**src/rtl/serial_feeder_pkg.sv**
```systemverilog
// ---------------------------------------------------------------------------
// serial_feeder_pkg
// Shared definitions for the serial bit feeder and its word FIFO:
//   - default WIDTH / DEPTH constants
//   - feeder_state_t FSM state enum with fixed encodings
//   - even_parity() helper used when SERIAL_FEEDER_PARITY_EN is defined
// ---------------------------------------------------------------------------
package serial_feeder_pkg;

    localparam int DEFAULT_WIDTH    = 8;
    localparam int DEFAULT_DEPTH    = 4;

    // Widest word the parity helper accepts; callers zero-extend into it,
    // which leaves the XOR unchanged.
    localparam int PARITY_MAX_WIDTH = 64;

    typedef enum logic [1:0] {
        IDLE   = 2'b00,
        SHIFT  = 2'b01,
        PARITY = 2'b10
    } feeder_state_t;

    // Even parity bit: 1 when the word holds an odd number of ones, so the
    // word plus this bit always carries an even count.
    function automatic logic even_parity(input logic [PARITY_MAX_WIDTH-1:0] word);
        return ^word;
    endfunction

endpackage

```
**src/rtl/serial_bit_feeder_fifo.sv**
```systemverilog
// ---------------------------------------------------------------------------
// feeder_word_fifo
// Small word FIFO buffering parallel words ahead of the serialiser.
// Read data is presented combinationally at the read pointer.
// Ports:
//   clk, rst      clock, asynchronous active-high reset
//   push, pop     write / read requests (ignored when full / empty)
//   wr_data       word to store
//   rd_data       word at the head of the FIFO
//   full, empty   occupancy flags
//   wr_ptr,rd_ptr pointers (wrap naturally, DEPTH is a power of two)
//   count         words held, 0..DEPTH
// ---------------------------------------------------------------------------
module feeder_word_fifo
    import serial_feeder_pkg::*;
#(
    parameter int WIDTH = DEFAULT_WIDTH,
    parameter int DEPTH = DEFAULT_DEPTH,
    localparam int PTR_W = $clog2(DEPTH),
    localparam int CNT_W = $clog2(DEPTH + 1)
) (
    input  logic             clk,
    input  logic             rst,
    input  logic             push,
    input  logic             pop,
    input  logic [WIDTH-1:0] wr_data,
    output logic [WIDTH-1:0] rd_data,
    output logic             full,
    output logic             empty,
    output logic [PTR_W-1:0] wr_ptr,
    output logic [PTR_W-1:0] rd_ptr,
    output logic [CNT_W-1:0] count
);

    logic [WIDTH-1:0] mem [DEPTH];
    logic             do_push;
    logic             do_pop;

    assign full    = (count == CNT_W'(DEPTH));
    assign empty   = (count == '0);
    assign do_push = push && !full;
    assign do_pop  = pop && !empty;
    assign rd_data = mem[rd_ptr];

    // Storage has no reset: contents are only observable through count.
    always_ff @(posedge clk) begin
        if (do_push) begin
            mem[wr_ptr] <= wr_data;
        end
    end

    // Pointers wrap by plain overflow; a simultaneous push and pop leaves
    // the count unchanged.
    always_ff @(posedge clk or posedge rst) begin
        if (rst) begin
            wr_ptr <= '0;
            rd_ptr <= '0;
            count  <= '0;
        end else begin
            if (do_push) begin
                wr_ptr <= wr_ptr + PTR_W'(1);
            end
            if (do_pop) begin
                rd_ptr <= rd_ptr + PTR_W'(1);
            end
            case ({do_push, do_pop})
                2'b10:   count <= count + CNT_W'(1);
                2'b01:   count <= count - CNT_W'(1);
                default: count <= count;
            endcase
        end
    end

endmodule

```
**src/rtl/serial_bit_feeder.sv**
```systemverilog
// ---------------------------------------------------------------------------
// serial_bit_feeder
// Accepts parallel words over valid/ready, buffers them in feeder_word_fifo
// and emits them MSB-first as a gap-free one-bit-per-clock stream on i.
// Drives i low while idle.
// Optional feature macro: SERIAL_FEEDER_PARITY_EN -- appends one even-parity
// bit (carrying last) after every word.
// Ports:
//   clk, rst   clock, asynchronous active-high reset
//   in_valid   in_data holds a word
//   in_ready   a word can be accepted this cycle
//   in_data    parallel word
//   i          serial bit (registered)
//   bit_valid  i carries a data/parity bit (registered)
//   last       final bit of the current word (registered)
//   busy       FIFO non-empty or a word is being shifted (registered)
// ---------------------------------------------------------------------------
module serial_bit_feeder
    import serial_feeder_pkg::*;
#(
    parameter int WIDTH = DEFAULT_WIDTH,
    parameter int DEPTH = DEFAULT_DEPTH
) (
    input  logic             clk,
    input  logic             rst,
    input  logic             in_valid,
    output logic             in_ready,
    input  logic [WIDTH-1:0] in_data,
    output logic             i,
    output logic             bit_valid,
    output logic             last,
    output logic             busy
);

    localparam int PTR_W    = $clog2(DEPTH);
    localparam int CNT_W    = $clog2(DEPTH + 1);
    localparam int BITCNT_W = $clog2(WIDTH);

    feeder_state_t        state_q, state_d;
    logic [WIDTH-1:0]     shift_q, shift_d;
    logic [BITCNT_W-1:0]  bitcnt_q, bitcnt_d;
    logic                 i_q, i_d;
    logic                 valid_q, valid_d;
    logic                 last_q, last_d;
    logic                 busy_q, busy_d;
`ifdef SERIAL_FEEDER_PARITY_EN
    logic                 parity_q, parity_d;
`endif

    logic                 push;
    logic                 pop;
    logic                 load;
    logic                 full;
    logic                 empty;
    logic [WIDTH-1:0]     rd_data;
    logic [PTR_W-1:0]     wr_ptr;
    logic [PTR_W-1:0]     rd_ptr;
    logic [CNT_W-1:0]     count;
    logic [2*PTR_W-1:0]   unused_ptrs;

    // A pop never frees a slot for a push in the same cycle: ready only
    // looks at the registered full flag.
    assign in_ready = !full && !rst;
    assign push     = in_valid && in_ready;
    assign pop      = load;

    // Pointers are exposed by the FIFO for debug only.
    assign unused_ptrs = {wr_ptr, rd_ptr};

    feeder_word_fifo #(
        .WIDTH (WIDTH),
        .DEPTH (DEPTH)
    ) u_fifo (
        .clk     (clk),
        .rst     (rst),
        .push    (push),
        .pop     (pop),
        .wr_data (in_data),
        .rd_data (rd_data),
        .full    (full),
        .empty   (empty),
        .wr_ptr  (wr_ptr),
        .rd_ptr  (rd_ptr),
        .count   (count)
    );

    // State, shift register and output registers.
    always_ff @(posedge clk or posedge rst) begin
        if (rst) begin
            state_q  <= IDLE;
            shift_q  <= '0;
            bitcnt_q <= '0;
            i_q      <= 1'b0;
            valid_q  <= 1'b0;
            last_q   <= 1'b0;
            busy_q   <= 1'b0;
`ifdef SERIAL_FEEDER_PARITY_EN
            parity_q <= 1'b0;
`endif
        end else begin
            state_q  <= state_d;
            shift_q  <= shift_d;
            bitcnt_q <= bitcnt_d;
            i_q      <= i_d;
            valid_q  <= valid_d;
            last_q   <= last_d;
            busy_q   <= busy_d;
`ifdef SERIAL_FEEDER_PARITY_EN
            parity_q <= parity_d;
`endif
        end
    end

    // Next-state and next-output logic. bitcnt counts the bits still to be
    // emitted after the one currently on i; at zero the word is finished and
    // the FSM either emits parity, reloads from the FIFO with no gap, or
    // returns to IDLE. The outputs default to an idle (all-zero) cycle so i
    // is forced low whenever bit_valid is low.
    always_comb begin
        state_d  = state_q;
        shift_d  = shift_q;
        bitcnt_d = bitcnt_q;
        i_d      = 1'b0;
        valid_d  = 1'b0;
        last_d   = 1'b0;
        load     = 1'b0;
`ifdef SERIAL_FEEDER_PARITY_EN
        parity_d = parity_q;
`endif

        case (state_q)
            IDLE: begin
                load = !empty;
            end
            SHIFT: begin
                if (bitcnt_q != '0) begin
                    i_d      = shift_q[WIDTH-1];
                    valid_d  = 1'b1;
                    shift_d  = shift_q << 1;
                    bitcnt_d = bitcnt_q - BITCNT_W'(1);
`ifdef SERIAL_FEEDER_PARITY_EN
                    last_d   = 1'b0;
`else
                    last_d   = (bitcnt_q == BITCNT_W'(1));
`endif
                end else begin
`ifdef SERIAL_FEEDER_PARITY_EN
                    state_d = PARITY;
                    i_d     = parity_q;
                    valid_d = 1'b1;
                    last_d  = 1'b1;
`else
                    load    = !empty;
                    state_d = IDLE;
`endif
                end
            end
`ifdef SERIAL_FEEDER_PARITY_EN
            PARITY: begin
                load    = !empty;
                state_d = IDLE;
            end
`endif
            default: begin
                state_d = IDLE;
            end
        endcase

        // Loading a word overrides whatever the state chose above.
        if (load) begin
            state_d  = SHIFT;
            i_d      = rd_data[WIDTH-1];
            valid_d  = 1'b1;
            last_d   = 1'b0;
            shift_d  = rd_data << 1;
            bitcnt_d = BITCNT_W'(WIDTH - 1);
`ifdef SERIAL_FEEDER_PARITY_EN
            parity_d = even_parity(PARITY_MAX_WIDTH'(rd_data));
`endif
        end

        // Busy after this edge: FSM still active, or the FIFO will still
        // hold a word once this cycle's push and pop are applied.
        busy_d = (state_d != IDLE) || push || (count > CNT_W'(1))
                 || ((count != '0) && !pop);
    end

    assign i         = i_q;
    assign bit_valid = valid_q;
    assign last      = last_q;
    assign busy      = busy_q;

endmodule

```
**config.mk**
```make
export PLATFORM = sky130hd
export DESIGN_NAME = serial_bit_feeder
export DESIGN_NICKNAME = d
export VERILOG_FILES = /design/src/rtl/serial_feeder_pkg.sv /design/src/rtl/serial_bit_feeder_fifo.sv /design/src/rtl/serial_bit_feeder.sv
export SDC_FILE = /design/constraint.sdc
export NUM_CORES = 1
export LEC_CHECK = 0
export CORE_MARGIN = 2
export CORE_UTILIZATION = 55
export CTS_BUF_LIST = sky130_fd_sc_hd__clkbuf_8
export DETAILED_ROUTE_END_ITERATION = 16
export PLACE_DENSITY = 0.84
export SLEW_MARGIN = 20
export SYNTH_ARGS = -nofsm -noshare
export SYNTH_HDL_FRONTEND = slang
export SYNTH_HIERARCHICAL = 1
export SYNTH_SLANG_ARGS = --single-unit
```
**constraint.sdc**
```tcl
create_clock -name clk -period 3.1 [get_ports clk]
set_clock_uncertainty 0.05 [all_clocks]
set_input_delay 0.62 -clock clk [delete_from_list [all_inputs] [get_ports clk]]
set_output_delay 0.62 -clock clk [all_outputs]
set_load 0.02 [all_outputs]
```
==> results.json <==
{
  "start_util": 0.5612,
  "clk_pin_slew_ns": 0.10,
  "drive_gt1_frac": 0.1538,
  "postSynthAreaPerCell_sq_um": 14.88,
  "final_util": 0.6279,
  "syn_inst": 162,
  "cts.sinks": 55,
  "slowest_stage": "dfrtp_1",
  "antenna_found_initial": 0,
  "synth-async-reset-ratio": 0.4182,
  "track_usage": 0.1882,
  "worst_pin_slew_ns": 0.8008,
  "drtPass1Iterations": 4,
  "cts_buffers": 5,
  "vdd_drop_max_uv": 333.8,
  "criticalPathCategory": "flop to flop",
  "syn_nets": 182,
  "cts_root_buffer": "clkbuf_8",
  "cp_cell_sequence": "inv_1 -> ha_1 -> nor2b_1 -> nor2_1 -> nor3_1 -> o31a_2 -> ha_1 -> inv_1 -> fa_1 -> xor2_1 -> nor2_1 -> xor2_1",
  "rsz0062_at_grt": "false",
  "cts_tree": "yes",
  "post_cts_buffers": 0,
  "ctsHoldBuffers": 0,
  "clock_path_buffers": 2,
  "port_buffers": 15,
  "insertion_delay_ns": 0.31,
  "syn_to_final_growth_pct": 11.89,
  "antennaDiodeCount": 0,
  "nFillCells": 317,
  "dieWidth_microns": 70.19,
  "seq_area_sq_mm": 0.001536,
  "ctsHtreeMaxLevel": 2,
  "cp-end-kind": "flop",
  "final_hold_viol_count": 0,
  "cp_num_buf_inv": 2,
  "setup_viol": 0,
  "hold_path.class": "flop to flop",
  "grt_overflow": 0,
  "ant_nets": 0,
  "maxCapViolCount": 0,
  "grt_max_degree": 18,
  "die_h_microns": 70.19,
  "finalWirelength_microns": 4007,
  "drt_iter0_drc": 101,
  "path_max_fanout": 8,
  "synth_cell_types": 39,
  "synth-seq-cells": 55,
  "power_density_mw_per_mm2": 785.7,
  "post-route-period-util": 0.8742,
  "max_freq_mhz": 369.0,
  "crit_path_max_incr_delay_ns": 0.41,
  "ctsResizeCount": 0,
  "num_rows": 24,
  "gp_congestion": 0.7769,
  "vias": 1319,
  "status": "finished clean",
  "crit_required_ns": 3.29,
  "remaining_drc_errors": 0,
  "start_kind": "flop",
  "leakage_nw": 1.032,
  "grt_pass1_wl_microns": 6900,
  "relSlewSlack": 0.4661,
  "pre_cts_ws_ns": 0.3616,
  "grt_pass1_vias": 1465,
  "path_delay_family": "adder cells",
  "critical_path_arrival_ns": 2.90,
  "multi_input_area_sq_um": 769.5,
  "ys.flop_type": "edfxtp_1",
  "boundaryPins": 16,
  "drv_slew": 0,
  "place_hpwl_microns": 2829,
  "ys_seq_area_frac": 0.6376,
  "die_area_sq_mm": 0.004927,
  "routedWlPerCell_microns": 17.12,
  "avgViaCountPerCell": 5.637,
  "core_sq_mm": 0.004294,
  "synth_edf_count": 32,
  "ff2ff_setup_slack_ns": 0.39,
  "synthesis.area_sq_mm": 0.002410,
  "setup_ws_ns": 0.3901,
  "fin_tns_setup_ns": 0,
  "layout.nets": 201,
  "period_needed_ns": 2.710,
  "yosys_warnings": 6
}
-- cells by family (layout without fill, tap and decap cells) --
logic type                 after synthesis  after routing  share of synthesized area
AOI/OAI and AO/OA                       18             18                    0.06075
xor gates and xnor gates                 6              6                    0.02181
adders and majority gates                9              9                    0.04985
buffers and inverters                   24             44                    0.04309
DFF                                     55             55                     0.6376
muxes                                   10             10                    0.08515
other                                    1              1                   0.001556
and+or+nand+nor                         39             39                     0.1002
-- report_power, final --
group | total [mW] | switching [mW] | internal [mW]
Sequential | 1.10 | 0.157 | 0.939
Clock | 0.383 | 0.225 | 0.157
Combinational | 0.640 | 0.302 | 0.338
Total | 2.12 | 0.685 | 1.43
-- sequential cells by signal, summed over array words and instances (netlist names) --
name / cells
bit_valid: 1
u_fifo/count: 3
shift_q: 7
u_fifo/mem: 32
u_fifo/wr_ptr: 2
bitcnt_q: 3
busy: 1
u_fifo/rd_ptr: 2
i: 1
state_q: 2
last: 1
-- area by class of cell --
type,instances,area share
multi-input combinational,83,0.2854
inverter,19,0.02645
timing repair buffer,17,0.06125
clock inverter,3,0.007425
clock buffer,5,0.02552
tap,52,0.02413
sequential,55,0.5698
-- stage by stage --
step	hold slack, ns	cells	total power, mW	area [sq um]
4_1_cts	0.4856	234	2.137	2696
3_3_place_gp	0.4313	226	1.686	2608
2_1_floorplan	0.3734	162	1.567	2410
5_1_grt	0.5225	234	2.261	2696
3_5_place_dp	0.4636	226	1.750	2608
6_report	0.4866	234	2.119	2696
-- routing by layer --
metal / wire [microns] / share of wire / track usage
met1: 1654 / 0.41 / 0.2224
met4: 85 / 0.021 / 0.08974
met5: 0 / 0 / 0
met2: 2135 / 0.53 / 0.3175
met3: 131 / 0.033 / 0.05339
-- placed cells by master, fill, tap and decap left out, drive strengths merged, types with 2 or more instances in the layout --
master         synthesis  layout
dfrtp                 23      23
nor2b                  4       4
buf                    4       2
clkbuf                 1       5
inv                   19      19
a21oi                  2       2
o21ai                  3       3
or4                    6       6
nor3                   2       2
or3                    3       3
and2                   5       5
mux4                   8       8
nor2                   5       5
edfxtp                32      32
clkinvlp               0       2
nand2                  9       9
clkdlybuf4s50          0      15
a221oi                 2       2
xnor2                  3       3
a2bb2oi                2       2
o221ai                 6       6
ha                     8       8
xor2                   3       3
-- path summary, 6_finish.rpt --
path                                          from                           to  cells after the start
setup / recovery           bitcnt_q[0]$_DFFE_PP0P_  u_fifo/count[2]$_DFFE_PP0P_                     12
hold / removal             bitcnt_q[1]$_DFFE_PP0P_      bitcnt_q[1]$_DFFE_PP0P_                      1
setup reg to reg           bitcnt_q[0]$_DFFE_PP0P_  u_fifo/count[2]$_DFFE_PP0P_                     12
hold reg to reg            bitcnt_q[1]$_DFFE_PP0P_      bitcnt_q[1]$_DFFE_PP0P_                      1
max in group asynchronous                      rst       shift_q[4]$_DFFE_PP0P_                      2
min in group asynchronous                      rst  u_fifo/count[2]$_DFFE_PP0P_                      2
-- Yosys cell counts (all sizes together) (2+ instances only) --
cell type  number  area [sq um]
a2bb2oi         2         17.52
xor2            3         26.28
nor3            2         10.01
ha              8         100.1
buf             4         28.78
edfxtp         32         960.9
and2            5         36.29
a221oi          2         23.77
nand2           9         33.78
xnor2           3         26.28
or4             6         45.04
o21ai           3         15.01
nor2b           4         32.53
inv            19         71.31
o221ai          6         52.55
nor2            5         18.77
mux4            8         180.2
or3             3         18.77
a21oi           2         10.01
dfrtp          23         575.6
(Power assumes the default switching activity.)
